**config.mk**
```make
export PLATFORM = sky130hd
export DESIGN_NAME = dram_req_arbiter
export DESIGN_NICKNAME = d
export VERILOG_FILES = /design/src/rtl/dram_req_arbiter.sv
export SDC_FILE = /design/constraint.sdc
export NUM_CORES = 1
export LEC_CHECK = 0
export ABC_AREA = 1
export CORE_ASPECT_RATIO = 1.75
export CORE_MARGIN = 10
export CORE_UTILIZATION = 43
export CTS_BUF_LIST = sky130_fd_sc_hd__clkbuf_16
export CTS_CLUSTER_SIZE = 40
export DETAILED_ROUTE_END_ITERATION = 10
export PLACE_DENSITY_LB_ADDON = 0.08
export REMOVE_ABC_BUFFERS = 1
export SLEW_MARGIN = 20
export SYNTH_ARGS = -nofsm -noshare
export SYNTH_HDL_FRONTEND = slang
export SYNTH_SLANG_ARGS = --single-unit
export TNS_END_PERCENT = 100
```
**constraint.sdc**
```tcl
create_clock -name clk -period 3.83 [get_ports clk]
set_input_delay 0.5745 -clock clk [delete_from_list [all_inputs] [get_ports clk]]
set_output_delay 0.5745 -clock clk [all_outputs]
set_load 0.03 [all_outputs]
```
**src/rtl/dram_req_arbiter.sv**
```systemverilog
// Shares the single DDR command port between the capture write path and the readback read path.
// Commands are registered and appear one cycle after an accept; bounded write bursts, read starvation guard, read-in-flight cap.
module dram_req_arbiter #(
  parameter int WR_BURST_MAX       = 8,
  parameter int RD_BURST_MAX       = 4,
  parameter int MAX_RD_OUTSTANDING = 8,
  parameter int RD_STARVE_LIMIT    = 64
) (
  input  logic         clk,
  input  logic         reset,
  input  logic         capture_active,
  input  logic         wr_req,
  input  logic [26:0]  wr_adx,
  input  logic [127:0] wr_data,
  output logic         wr_allowed,
  input  logic         rd_req,
  input  logic [26:0]  rd_adx,
  output logic         rd_allowed,
  output logic         mem_write_req,
  output logic [26:0]  mem_wr_adx,
  output logic [127:0] mem_wr_data,
  input  logic         mem_write_allowed,
  output logic         mem_read_req,
  output logic [26:0]  mem_rd_adx,
  input  logic         mem_read_allowed,
  input  logic         rd_return_pop,
  output logic [3:0]   rd_outstanding,
  output logic [1:0]   arb_state
);

  typedef enum logic [1:0] {
    ST_IDLE  = 2'd0,
    ST_WRITE = 2'd1,
    ST_READ  = 2'd2
  } state_e;

  localparam int BURST_TOP_I = (WR_BURST_MAX > RD_BURST_MAX) ? WR_BURST_MAX : RD_BURST_MAX;
  localparam int BW = $clog2(BURST_TOP_I + 1);
  localparam int SW = $clog2(RD_STARVE_LIMIT + 1);
  localparam logic [BW-1:0] WR_BURST_TOP = BW'(WR_BURST_MAX);
  localparam logic [BW-1:0] RD_BURST_TOP = BW'(RD_BURST_MAX);
  localparam logic [SW-1:0] STARVE_TOP   = SW'(RD_STARVE_LIMIT);
  localparam logic [3:0]    RD_OUT_TOP   = 4'(MAX_RD_OUTSTANDING);

  state_e         state_q, state_d;
  logic           last_grant_rd_q, last_grant_rd_d;
  logic [BW-1:0]  burst_cnt_q, burst_cnt_d;
  logic [SW-1:0]  starve_cnt_q, starve_cnt_d;
  logic [3:0]     rd_out_q, rd_out_d;
  logic           mem_write_req_q, mem_write_req_d;
  logic [26:0]    mem_wr_adx_q, mem_wr_adx_d;
  logic [127:0]   mem_wr_data_q, mem_wr_data_d;
  logic           mem_read_req_q, mem_read_req_d;
  logic [26:0]    mem_rd_adx_q, mem_rd_adx_d;
  logic           wr_acc, rd_acc;

  // A pending command blocks the next accept, capping each direction at one accept per two cycles.
  assign wr_allowed = (state_q == ST_WRITE) & mem_write_allowed & ~mem_write_req_q;
  assign rd_allowed = (state_q == ST_READ) & mem_read_allowed & ~mem_read_req_q &
                      (rd_out_q < RD_OUT_TOP);
  assign wr_acc = wr_req & wr_allowed;
  assign rd_acc = rd_req & rd_allowed;

  always_comb begin
    state_d         = state_q;
    last_grant_rd_d = last_grant_rd_q;
    burst_cnt_d     = burst_cnt_q;
    starve_cnt_d    = starve_cnt_q;
    rd_out_d        = rd_out_q;
    mem_write_req_d = wr_acc;
    mem_wr_adx_d    = wr_acc ? wr_adx : mem_wr_adx_q;
    mem_wr_data_d   = wr_acc ? wr_data : mem_wr_data_q;
    mem_read_req_d  = rd_acc;
    mem_rd_adx_d    = rd_acc ? rd_adx : mem_rd_adx_q;

    if (!rd_req || rd_acc) begin
      starve_cnt_d = '0;
    end else if (starve_cnt_q != STARVE_TOP) begin
      starve_cnt_d = starve_cnt_q + SW'(1);
    end

    case ({rd_acc, rd_return_pop})
      2'b10:   rd_out_d = rd_out_q + 4'd1;
      2'b01:   rd_out_d = (rd_out_q != 4'd0) ? rd_out_q - 4'd1 : rd_out_q;
      default: rd_out_d = rd_out_q;
    endcase

    if ((state_q == ST_WRITE && wr_acc && burst_cnt_q != WR_BURST_TOP) ||
        (state_q == ST_READ && rd_acc && burst_cnt_q != RD_BURST_TOP)) begin
      burst_cnt_d = burst_cnt_q + BW'(1);
    end

    // Exits only on non-accept cycles, so they see counts that already include the last accept.
    case (state_q)
      ST_IDLE: begin
        if (wr_req && (starve_cnt_q < STARVE_TOP) &&
            (capture_active || !rd_req || last_grant_rd_q)) begin
          state_d         = ST_WRITE;
          burst_cnt_d     = '0;
          last_grant_rd_d = 1'b0;
        end else if (rd_req) begin
          state_d         = ST_READ;
          burst_cnt_d     = '0;
          last_grant_rd_d = 1'b1;
        end
      end
      ST_WRITE: begin
        if (!wr_acc && ((!wr_req && !mem_write_req_q) ||
                        (burst_cnt_q == WR_BURST_TOP && rd_req && !capture_active) ||
                        (starve_cnt_q >= STARVE_TOP))) begin
          state_d = ST_IDLE;
        end
      end
      ST_READ: begin
        if (!rd_acc && (!rd_req || burst_cnt_q == RD_BURST_TOP || rd_out_q == RD_OUT_TOP)) begin
          state_d = ST_IDLE;
        end
      end
      default: state_d = ST_IDLE;
    endcase
  end

  always_ff @(posedge clk) begin
    if (reset) begin
      state_q         <= ST_IDLE;
      last_grant_rd_q <= 1'b1;
      burst_cnt_q     <= '0;
      starve_cnt_q    <= '0;
      rd_out_q        <= '0;
      mem_write_req_q <= 1'b0;
      mem_wr_adx_q    <= '0;
      mem_wr_data_q   <= '0;
      mem_read_req_q  <= 1'b0;
      mem_rd_adx_q    <= '0;
    end else begin
      state_q         <= state_d;
      last_grant_rd_q <= last_grant_rd_d;
      burst_cnt_q     <= burst_cnt_d;
      starve_cnt_q    <= starve_cnt_d;
      rd_out_q        <= rd_out_d;
      mem_write_req_q <= mem_write_req_d;
      mem_wr_adx_q    <= mem_wr_adx_d;
      mem_wr_data_q   <= mem_wr_data_d;
      mem_read_req_q  <= mem_read_req_d;
      mem_rd_adx_q    <= mem_rd_adx_d;
    end
  end

  assign mem_write_req  = mem_write_req_q;
  assign mem_wr_adx     = mem_wr_adx_q;
  assign mem_wr_data    = mem_wr_data_q;
  assign mem_read_req   = mem_read_req_q;
  assign mem_rd_adx     = mem_rd_adx_q;
  assign rd_outstanding = rd_out_q;
  assign arb_state      = state_q;

endmodule

```
==> results of run 1 <==
[power by group]
group,internal (W),switching (W)
clock,0.00105,0.000788
sequential,0.00216,0.0000471
combinational,0.000353,0.000379
[worst reg2reg max path, stage by stage (launching register included)]
cell	delay [ns]
dfxtp_1	0.42
nand2_1	0.11
nor2_2	0.13
nand3_2	0.33
inv_2	0.53
nand2_2	0.17
nand2_2	0.14
nand2_1	0.05
a21oi_1	0.14
[final timing paths]
check                                                     to  slack (ns)                         start
worst max-delay path                              wr_allowed        1.18             mem_write_allowed
worst min-delay path            mem_wr_data[93]$_SDFFE_PP0N_        0.46  mem_wr_data[93]$_SDFFE_PP0N_
worst max register to register     burst_cnt_q[0]$_SDFF_PP0_        1.74     arb_state[1]$_SDFFE_PP0P_
worst min register to register  mem_wr_data[93]$_SDFFE_PP0N_        0.46  mem_wr_data[93]$_SDFFE_PP0N_
[final cells by class]
| cell class | instances | area share (%) |
|---|---|---|
| Multi-Input combinational cell | 661 | 24.98 |
| Antenna cell | 1 | 0.02089 |
| Tap cell | 231 | 2.413 |
| Clock buffer | 21 | 4.386 |
| Inverter | 34 | 1.086 |
| Sequential cell | 202 | 33.75 |
| Clock inverter | 12 | 0.6580 |
| Timing Repair Buffer | 388 | 32.70 |
[synthesized netlist by cell type]
cell        n
xnor2_1     2
o21ai_0     7
nor2_1     16
nand3_1    17
a21oi_1   174
inv_2       3
clkbuf_1   24
nand3b_1    2
nor4_1      1
nand3_2     1
clkinv_1    1
nor3_2      1
buf_2      17
xor2_1      3
inv_1      30
dfxtp_1   202
nand4_1     1
or2_1       1
nand2_2    22
ha_1        5
buf_4       3
nor3b_1     1
buf_6      15
nand2_1   380
nor3_1      5
buf_8       1
nor2_2      1
o211ai_1    2
a21oi_2    16
o21ai_1     1
or2_2       1
a211oi_1    1
[sequential cells by signal, summed over array words and instances (netlist names)]
register and cells:
burst_cnt_q 4, mem_write_req 1, mem_wr_adx 27, starve_cnt_q 7, arb_state 2, mem_wr_data 128
mem_read_req 1, last_grant_rd_q 1, mem_rd_adx 27, rd_outstanding 4
[per-layer routing]
layer | up-vias | share of wire, % | track usage (%)
met2 | 281 | 51 | 40.47
li1 | 3748 | - | -
met5 | - | 0 | 0
met4 | 0 | 2.7 | 6.688
met3 | 32 | 11 | 10.34
met1 | 3352 | 36 | 23.46
[logic make-up after synthesis]
logic type	after synthesis	share of synthesized area, %
AO/OA/AOI/OAI	201	14.24
XOR/XNOR	5	0.5808
adder cells (fa/ha/maj)	5	0.8296
buffers and inverters	94	6.753
flip-flops	202	53.63
AND/OR/NAND/NOR	450	23.98
[through the flow]
step	hold slack (ns)	worst slack (ns)	setup TNS (ns)
floorplan	0.4429	-1.211	-115.14
global placement	0.4508	1.187	0
detailed placement	0.4541	1.166	0
CTS	0.4635	1.168	0
global route	0.4769	1.118	0
finish	0.4628	1.175	0
==> results.md, run 1 <==
* Clk slew on worst S/H paths at 0.06 ns
* Most common cell type on the critical path: clkdlybuf4s50_1
* Layout net count at 1502
* Area grow syn2layout at 58.87%
* CTS tree: done
* Lkg Pwr at 4.214 nW
* Synth top area share at 53.63%
* Clk Latency, worst-skew pair at 0.48 ns
* # H-tree levels at 1
* CP cell instances: clkdlybuf4s50_1 > inv_1 > nor3_2 > clkdlybuf4s50_1
* Initial Utilization at 43.40%
* Final Critical Period at 2.655 ns
* Synth area leaders: dfxtp_1 54%, nand2_1 19%, a21oi_1 12%
* CP required at 3.26 ns
* Port Buffer Count at 381
* Synth warn at 0
* Fin Clk Skew at 0.01038 ns
* WL/cell at 18.18 µm
* Slew Limit Fails at 0
* Register area share after synthesis at 53.63%
* Drt first pass iters at 4
* Seq cells post-synth at 202
* Multi-input logic area at 2993 µm²
* Final hold vios at 0
* Reg2reg path depth at 8
* Power consumption at 0.004784 W
* Crit share post-route at 69.32%
* CP endpoint kind: primary output
* Initial drt markers at 510
* Finish-stage setup viols at 0
* CTS root buffer: clkbuf_16
* CP startpoint kind: primary input
* Crit path max fanout at 2
* PwrDens at 399.3 nW/µm²
* Final GP Congestion at 0.8167
* Worst path depth at 4
* CP delay by family, top: buffers and inverters
* Initial antenna violation count at 1
* Via density per instance at 4.783
* CORE AREA at 17380 µm²
* Result of the run: finished, final reports clean
* Antenna-violating nets left at 0
* Setup Buffers After CTS at 0
* Hold-critical path depth at 2
* Design Area, Final at 11980 µm²
* Flip-flop and latch area at 4044 µm²
* Vias in the first global route at 7436
* Post-CTS sizing at 0
* Yosys cell types at 32
* CP arrival at 2.08 ns
* DRC at 0
* CTS Hold Buffers Added at 0
* Maxcap violations at 0
* DP Wirelength at 20930 µm
* I/O pin count at 382
* Max stage delay on crit path at 0.73 ns
* Avg Cell Area, Syn at 7.880 µm²
* Buf/Inv on CP at 3
* Largest net degree at the start of global routing at 185
* Placed cell area at 11370 µm²
* Post-synth top area cell: dfxtp_1
* Global-route wire length before repair at 42730 µm
* FILL cells at 1496
* Share of post-route cells with drive strength above 1 at 5.994%
* Total CTS buffers at 20
* Top achievable clock speed at 376.7 MHz
* FP Rows at 64
* Syn Inst Count at 957
* VDD IR-drop max at 0.3946 mV
* Placed cells at 1516
* Clock Sinks at 202
* Die X at 120.1 µm
* HP Class: reg2reg
* Actual slew at the worst max-slew pin at 0.9245 ns
* GRT Total Usage at 22.85%
* RSZ-0062 raised after global routing: false
* Routed vias at 7413
* Slew HR at 38.36%
* Clock buffer depth at 3
* Final Util at 68.94%
* Total gr overflow at 0
* Die ar. at 23440 µm²
* Final WL at 28190 µm
* CP Class: in2out
* Die extent in y at 195.2 µm
* Synthesized area at 7541 µm²
* Fin cells at 1550
* Leading cell types in the layout, fill and taps excluded: 380 x nand2_1, 380 x clkdlybuf4s50_1, 202 x dfxtp_1
* CP max-delay cell: clkdlybuf4s50_1
(Power assumes the default switching activity.)
==> run 2: changes to the inputs <==
--- a/config.mk
+++ b/config.mk
@@ -8,7 +8,7 @@
 export ABC_AREA = 1
 export CORE_ASPECT_RATIO = 1.75
 export CORE_MARGIN = 10
-export CORE_UTILIZATION = 43
+export CORE_UTILIZATION = 40
 export CTS_BUF_LIST = sky130_fd_sc_hd__clkbuf_16
 export CTS_CLUSTER_SIZE = 40
 export DETAILED_ROUTE_END_ITERATION = 10
==> constraint.sdc (replaced) <==
create_clock -name clk -period 2.5 [get_ports clk]
set_input_delay 0.375 -clock clk [delete_from_list [all_inputs] [get_ports clk]]
set_output_delay 0.375 -clock clk [all_outputs]
set_load 0.03 [all_outputs]
==> run 2 against run 1 <==
Clock skew shrank 0.0033 ns. Global-route usage fell by 1.7 points. Non-clock buffer count increased by 4. Final cell count is 1.0% higher. Sequential power grew 53%. Count of clock-buffer cells in the layout unchanged. Flip-flop and latch count did not move. Total power grew 59%. Worst setup slack lost 1.1 ns. Largest cell class unchanged. Critical path depth down 1. Clock power increased by 67%. Register-to-register slack worse by 0.99 ns.
==> results.md, run 2 (synthesis results as in run 1) <==
* DRC at 0 (unchanged)
* Vias in the first global route at 7230 (-2.8%)
* Met3 routed WL at 2509 µm (-20%)
* Design Area, Final at 12100 µm² (+0.98%)
* Placed cell area at 11420 µm² (+0.45%)
* Die extent in y at 201.6 µm (+3.3%)
* Clock power share at 40.4% (+1.9 points)
* Worst path depth at 3 (-1)
* Top Layer Used: met5
* Die X at 123.8 µm (+3.1%)
* Clk slew on worst S/H paths at 0.06 ns (about the same)
* Critical path startpoint: arb_state[0]$_SDFFE_PP0P_
* Drt first pass iters at 4 (unchanged)
* Top achievable clock speed at 420.5 MHz
* Final GP Congestion at 0.8282 (+1.4%)
* RSZ-0062 raised after global routing: false
* Clock Sinks at 202 (unchanged)
* VDD IR-drop max at 0.5470 mV (+39%)
* Actual slew at the worst max-slew pin at 0.4899 ns (-0.4346 ns)
* HP Class: in2reg
* WL/cell at 17.76 µm (-2.3%)
* Share of post-route cells with drive strength above 1 at 6.425% (+0.43 points)
* Finish-stage setup viols at 0 (unchanged)
* Setup crit end: wr_allowed
* Final setup TNS at 0 ns (unchanged)
* CP startpoint kind: flop
* Crit path max fanout at 5 (+3)
* Reg-to-reg slack, setup at 0.75 ns (-0.99 ns)
* FP Rows at 66 (+3.1%)
* Crit share post-route at 95.12%
* # H-tree levels at 1 (unchanged)
* I/O pin count at 382 (unchanged)
* Routed vias at 7404 (-0.12%)
* CTS Hold Buffers Added at 0 (unchanged)
* Maxcap violations at 0 (unchanged)
* Initial antenna violation count at 7 (+6)
* CP arrival at 2.00 ns (-0.08 ns)
* GRT Total Usage at 21.12% (-1.7 points)
* Clk Latency, worst-skew pair at 0.48 ns (about the same)
* Final Critical Period at 2.378 ns
* Final hold vios at 0 (unchanged)
* CP endpoint kind: primary output
* Sw frac at 25.12% (-0.27 points)
* Met2 WL at 14300 µm (about the same)
* DP Wirelength at 20800 µm (-0.61%)
* Result of the run: finished, final reports clean
* CTS root buffer: clkbuf_16
* Clock buffer depth at 3 (unchanged)
* CP max-delay cell: clkdlybuf4s50_1
* Slew Limit Fails at 0 (unchanged)
* Max stage delay on crit path at 0.73 ns (about the same)
* Seq pwr share at 44.7% (-1.5 points)
* Reg2reg path depth at 7 (-1)
* Area grow syn2layout at 60.43%
* PwrDens at 627.5 nW/µm² (+57%)
* Global-route wire length before repair at 41590 µm (-2.7%)
* Fin Clk Skew at 0.007106 ns (-0.003270 ns)
* Worst r2r dst: mem_wr_data[121]$_SDFFE_PP0N_
* CP required at 2.12 ns (-1.14 ns)
* Routed met1 length at 10100 µm (+0.78%)
* Power consumption at 0.007591 W (+59%)
* CP cell instances: nand2_1 > nor3_2 > clkdlybuf4s50_1
* Initial Utilization at 40.59% (-2.8 points)
* Largest net degree at the start of global routing at 98 (-47%)
* Switching power at 0.001907 W (+57%)
* Lkg Pwr at 4.251 nW (+0.89%)
* Via density per instance at 4.728 (-1.1%)
* Pint at 0.005684 W (+59%)
* Final WL at 27820 µm (-1.3%)
* Total CTS buffers at 20 (unchanged)
* Buf/Inv on CP at 1 (-2)
* CP delay by family, top: buffers and inverters
* Layout net count at 1506 (+0.27%)
* Setup Buffers After CTS at 0 (unchanged)
* Port Buffer Count at 381 (unchanged)
* Max reg flops at 128 (unchanged)
* Initial drt markers at 458 (-10%)
* Reg-to-reg startpoint: arb_state[0]$_SDFFE_PP0P_
* Combinational share of power at 14.9% (-0.4 points)
* CORE AREA at 18580 µm² (+6.9%)
* CTS tree: done
* Total gr overflow at 0 (unchanged)
* Slew HR at 67.34% (+29 points)
* Antenna-violating nets left at 0 (unchanged)
* Die ar. at 24960 µm² (+6.5%)
* CP Class: reg2out
* Post-CTS sizing at 0 (unchanged)
* Leading cell types in the layout, fill and taps excluded: 380 x nand2_1, 380 x clkdlybuf4s50_1, 202 x dfxtp_1
run 2: changes by cell type in the layout (fill, tap and decap cells not counted), sizes merged:
cell and change:
diode +4, clkinv +2, bufinv +2, buf +4
inv -3
run 2: power by group through the flow:
stage          clock network [W]  registers, W  logic (W)
2_1_floorplan                  0       0.00363   0.000302
3_3_place_gp                   0       0.00346    0.00113
3_5_place_dp                   0       0.00346    0.00114
4_1_cts                  0.00315       0.00339    0.00114
5_1_grt                  0.00325       0.00340    0.00123
6_report                 0.00307       0.00339    0.00113
run 2: worst min path at each step:
stage / startpoint / end / depth (start not counted)
finish: reset / mem_wr_adx[9]$_SDFFE_PP0N_ / 2
global route: reset / mem_wr_adx[9]$_SDFFE_PP0N_ / 2
CTS: reset / mem_wr_adx[9]$_SDFFE_PP0N_ / 2
detailed placement: mem_wr_data[31]$_SDFFE_PP0N_ / mem_wr_data[31]$_SDFFE_PP0N_ / 2
global placement: mem_wr_data[47]$_SDFFE_PP0N_ / mem_wr_data[47]$_SDFFE_PP0N_ / 2
floorplan: reset / mem_wr_adx[10]$_SDFFE_PP0N_ / 1
run 2: cell type report:
cell class | count | area [µm²]
multi-input combinational | 661 | 2993
inverter | 34 | 130.1
sequential | 202 | 4044
tap | 238 | 297.8
clock inverter | 13 | 135.1
clock buffer | 21 | 525.5
timing repair buffer | 392 | 3960
fill | 1615 | 6482
antenna | 5 | 12.51
run 2: metal layers:
layer  track usage (%)  up-vias
li1                  -     3755
met1             22.02     3365
met2             37.22      238
met3             7.569       42
met4             7.811        4
met5                 0        -
run 2: per-stage QoR:
stage / setup WS, ns / util (%) / instances / hold slack, ns
6_report: 0.1219 / 65.11 / 1566 / 0.2412
3_3_place_gp: 0.2559 / 61.49 / 1527 / 0.4503
4_1_cts: 0.1117 / 65.04 / 1561 / 0.2358
3_5_place_dp: 0.2482 / 61.49 / 1527 / 0.4541
5_1_grt: 0.07733 / 65.11 / 1566 / 0.2432
2_1_floorplan: -2.541 / - / 897 / 0.4374
run 2: worst register-to-register path, cell delays in order (launching register included):
cell	delay [ns]
dfxtp_1	0.42
nand2_1	0.14
nor3_2	0.23
nand2_4	0.13
inv_4	0.11
buf_4	0.38
nand2_1	0.11
a21oi_1	0.16
==> run 3: changes to the inputs <==
--- a/config.mk
+++ b/config.mk
@@ -12,7 +12,7 @@
 export CTS_BUF_LIST = sky130_fd_sc_hd__clkbuf_16
 export CTS_CLUSTER_SIZE = 40
 export DETAILED_ROUTE_END_ITERATION = 10
-export PLACE_DENSITY_LB_ADDON = 0.08
+export PLACE_DENSITY = 0.8
 export REMOVE_ABC_BUFFERS = 1
 export SLEW_MARGIN = 20
 export SYNTH_ARGS = -nofsm -noshare
==> run 3 against run 2 <==
Hold slack lost 0.027 ns. Worst setup slack gained 0.070 ns. Clock skew grew 0.0027 ns. Critical path depth grew 2. Critical path type unchanged. Critical endpoint is now rd_allowed. Highest routed layer unchanged.
==> results.md, run 3 (synthesis results as in run 1) <==
* Die X at 123.8 µm (unchanged)
* CP Class: reg2out
* Slew Limit Fails at 0 (unchanged)
* Clk Latency, worst-skew pair at 0.49 ns (about the same)
* CTS Hold Buffers Added at 0 (unchanged)
* Clock Sinks at 202 (unchanged)
* Worst r2r dst: mem_wr_data[127]$_SDFFE_PP0N_
* Layout net count at 1504 (-0.13%)
* Area grow syn2layout at 60.79%
* Max reg flops at 128 (unchanged)
* GRT Total Usage at 20.80% (-0.32 points)
* Hold-critical path depth at 2 (unchanged)
* Buf/Inv on CP at 2 (+1)
* Drt first pass iters at 6 (+2)
* Via density per instance at 4.808 (+1.7%)
* Die extent in y at 201.6 µm (unchanged)
* Total CTS buffers at 20 (unchanged)
* HP Class: in2reg
* RSZ-0062 raised after global routing: false
* Worst Hold End: mem_wr_data[105]$_SDFFE_PP0N_
* Die ar. at 24960 µm² (unchanged)
* CP cell instances: nand2_1 > nor2_2 > nand2_1 > inv_1 > clkdlybuf4s50_1
* CP arrival at 1.93 ns (-0.07 ns)
* Multi-input logic area at 2993 µm² (unchanged)
* Top achievable clock speed at 433.2 MHz (+3.0%)
* Max stage delay on crit path at 0.66 ns (-0.07 ns)
* Met2 Use GR at 37.03% (-0.19 points)
* Lkg Pwr at 4.267 nW (+0.37%)
* Result of the run: finished, final reports clean
* CP max-delay cell: clkdlybuf4s50_1
* Crit path max fanout at 5 (unchanged)
* CTS tree: done
* FILL cells at 1565 (-3.1%)
* FP Rows at 66 (unchanged)
* Power consumption at 0.007754 W (+2.1%)
* Hold path startpoint: reset
* CTS root buffer: clkbuf_16
* Most used routing layer: met2
* Final Critical Period at 2.308 ns (-0.06991 ns)
* WL/cell at 17.46 µm (-1.7%)
* CP delay by family, top: buffers and inverters
* Final setup TNS at 0 ns (unchanged)
* I/O pin count at 382 (unchanged)
* Antenna-violating nets left at 0 (unchanged)
* Reg-to-reg startpoint: arb_state[1]$_SDFFE_PP0P_
* VDD IR-drop max at 0.6090 mV (+11%)
* Vias in the first global route at 7353 (+1.7%)
* Initial Utilization at 40.59% (unchanged)
* Routed vias at 7520 (+1.6%)
* Largest net degree at the start of global routing at 116 (+18%)
* Initial antenna violation count at 4 (-3)
* Clock buffer depth at 3 (unchanged)
* CP required at 2.12 ns (about the same)
* Actual slew at the worst max-slew pin at 0.5735 ns (+0.08357 ns)
* Initial drt markers at 428 (-6.6%)
* # H-tree levels at 1 (unchanged)
* Worst path depth at 5 (+2)
* Final WL at 27300 µm (-1.9%)
* Share of post-route cells with drive strength above 1 at 6.576% (+0.15 points)
* CORE AREA at 18580 µm² (unchanged)
* GR Util met3 at 6.336% (-1.2 points)
* Finish-stage setup viols at 0 (unchanged)
* Maxcap violations at 0 (unchanged)
* DRC at 0 (unchanged)
* PwrDens at 639.4 nW/µm² (+1.9%)
* Crit share post-route at 92.33% (-2.8 points)
* Final GP Congestion at 0.8673 (+4.7%)
* Total gr overflow at 0 (unchanged)
* DP Wirelength at 20150 µm (-3.2%)
* CP endpoint kind: primary output
* M1 GR Usage at 21.22% (-0.80 points)
* CP startpoint kind: flop
* Slew HR at 61.77% (-5.6 points)
* Final hold vios at 0 (unchanged)
* Clk slew on worst S/H paths at 0.07 ns (about the same)
* Post-CTS sizing at 0 (unchanged)
* Final Util at 65.26% (+0.15 points)
* Fin Clk Skew at 0.009778 ns (+0.002672 ns)
* Leading cell types in the layout, fill and taps excluded: 380 x nand2_1, 380 x clkdlybuf4s50_1, 202 x dfxtp_1
* Reg-to-reg slack, setup at 0.79 ns (+0.04 ns)
* Flip-flop and latch area at 4044 µm² (unchanged)
* Global-route wire length before repair at 41280 µm (-0.75%)
* Reg2reg path depth at 8 (+1)
* Most common cell type on the critical path: nand2_1
* Setup Buffers After CTS at 0 (unchanged)
* Port Buffer Count at 381 (unchanged)
==> run 3: worst max path at each step <==
stage	from	slack [ns]	end
after floorplan	arb_state[0]$_SDFFE_PP0P_	-2.54	burst_cnt_q[0]$_SDFF_PP0_
after global placement	mem_write_allowed	0.27	wr_allowed
after detailed placement	mem_read_allowed	0.25	rd_allowed
after CTS	arb_state[1]$_SDFFE_PP0P_	0.16	rd_allowed
after global routing	arb_state[0]$_SDFFE_PP0P_	0.07	wr_allowed
final	arb_state[1]$_SDFFE_PP0P_	0.19	rd_allowed
==> run 3: layer usage <==
layer,routed length [µm],vias to the layer above
met5,13,-
met2,14420,249
met4,1113,2
met1,9600,3459
li1,-,3752
met3,2156,58
==> run 3: power breakdown <==
part | total, W | switching (W) | internal [W] | leakage, nW
Sequential | 0.00339 | 0.0000696 | 0.00332 | 1.63
Clock | 0.00324 | 0.00129 | 0.00195 | 0.354
Combinational | 0.00113 | 0.000584 | 0.000543 | 2.28
Total | 0.00775 | 0.00195 | 0.00581 | 4.27
==> run 3: metrics by stage <==
step | area (µm²) | instances | hold slack (ns) | worst slack [ns]
detailed placement | 11410 | 1525 | 0.4528 | 0.2520
floorplan | 7159 | 897 | 0.4374 | -2.541
global placement | 11410 | 1525 | 0.4506 | 0.2734
CTS | 12120 | 1561 | 0.2026 | 0.1582
global route | 12130 | 1564 | 0.2193 | 0.07448
finish | 12130 | 1564 | 0.2144 | 0.1918
==> run 3: layout make-up <==
class	instances	area share, %
flip-flops and latches	202	33.35
repair buffers	390	32.54
multi-input cells	661	24.68
clock buffers	21	4.334
well taps	238	2.456
clock inverters	15	1.507
inverters	34	1.073
diodes	3	0.06191
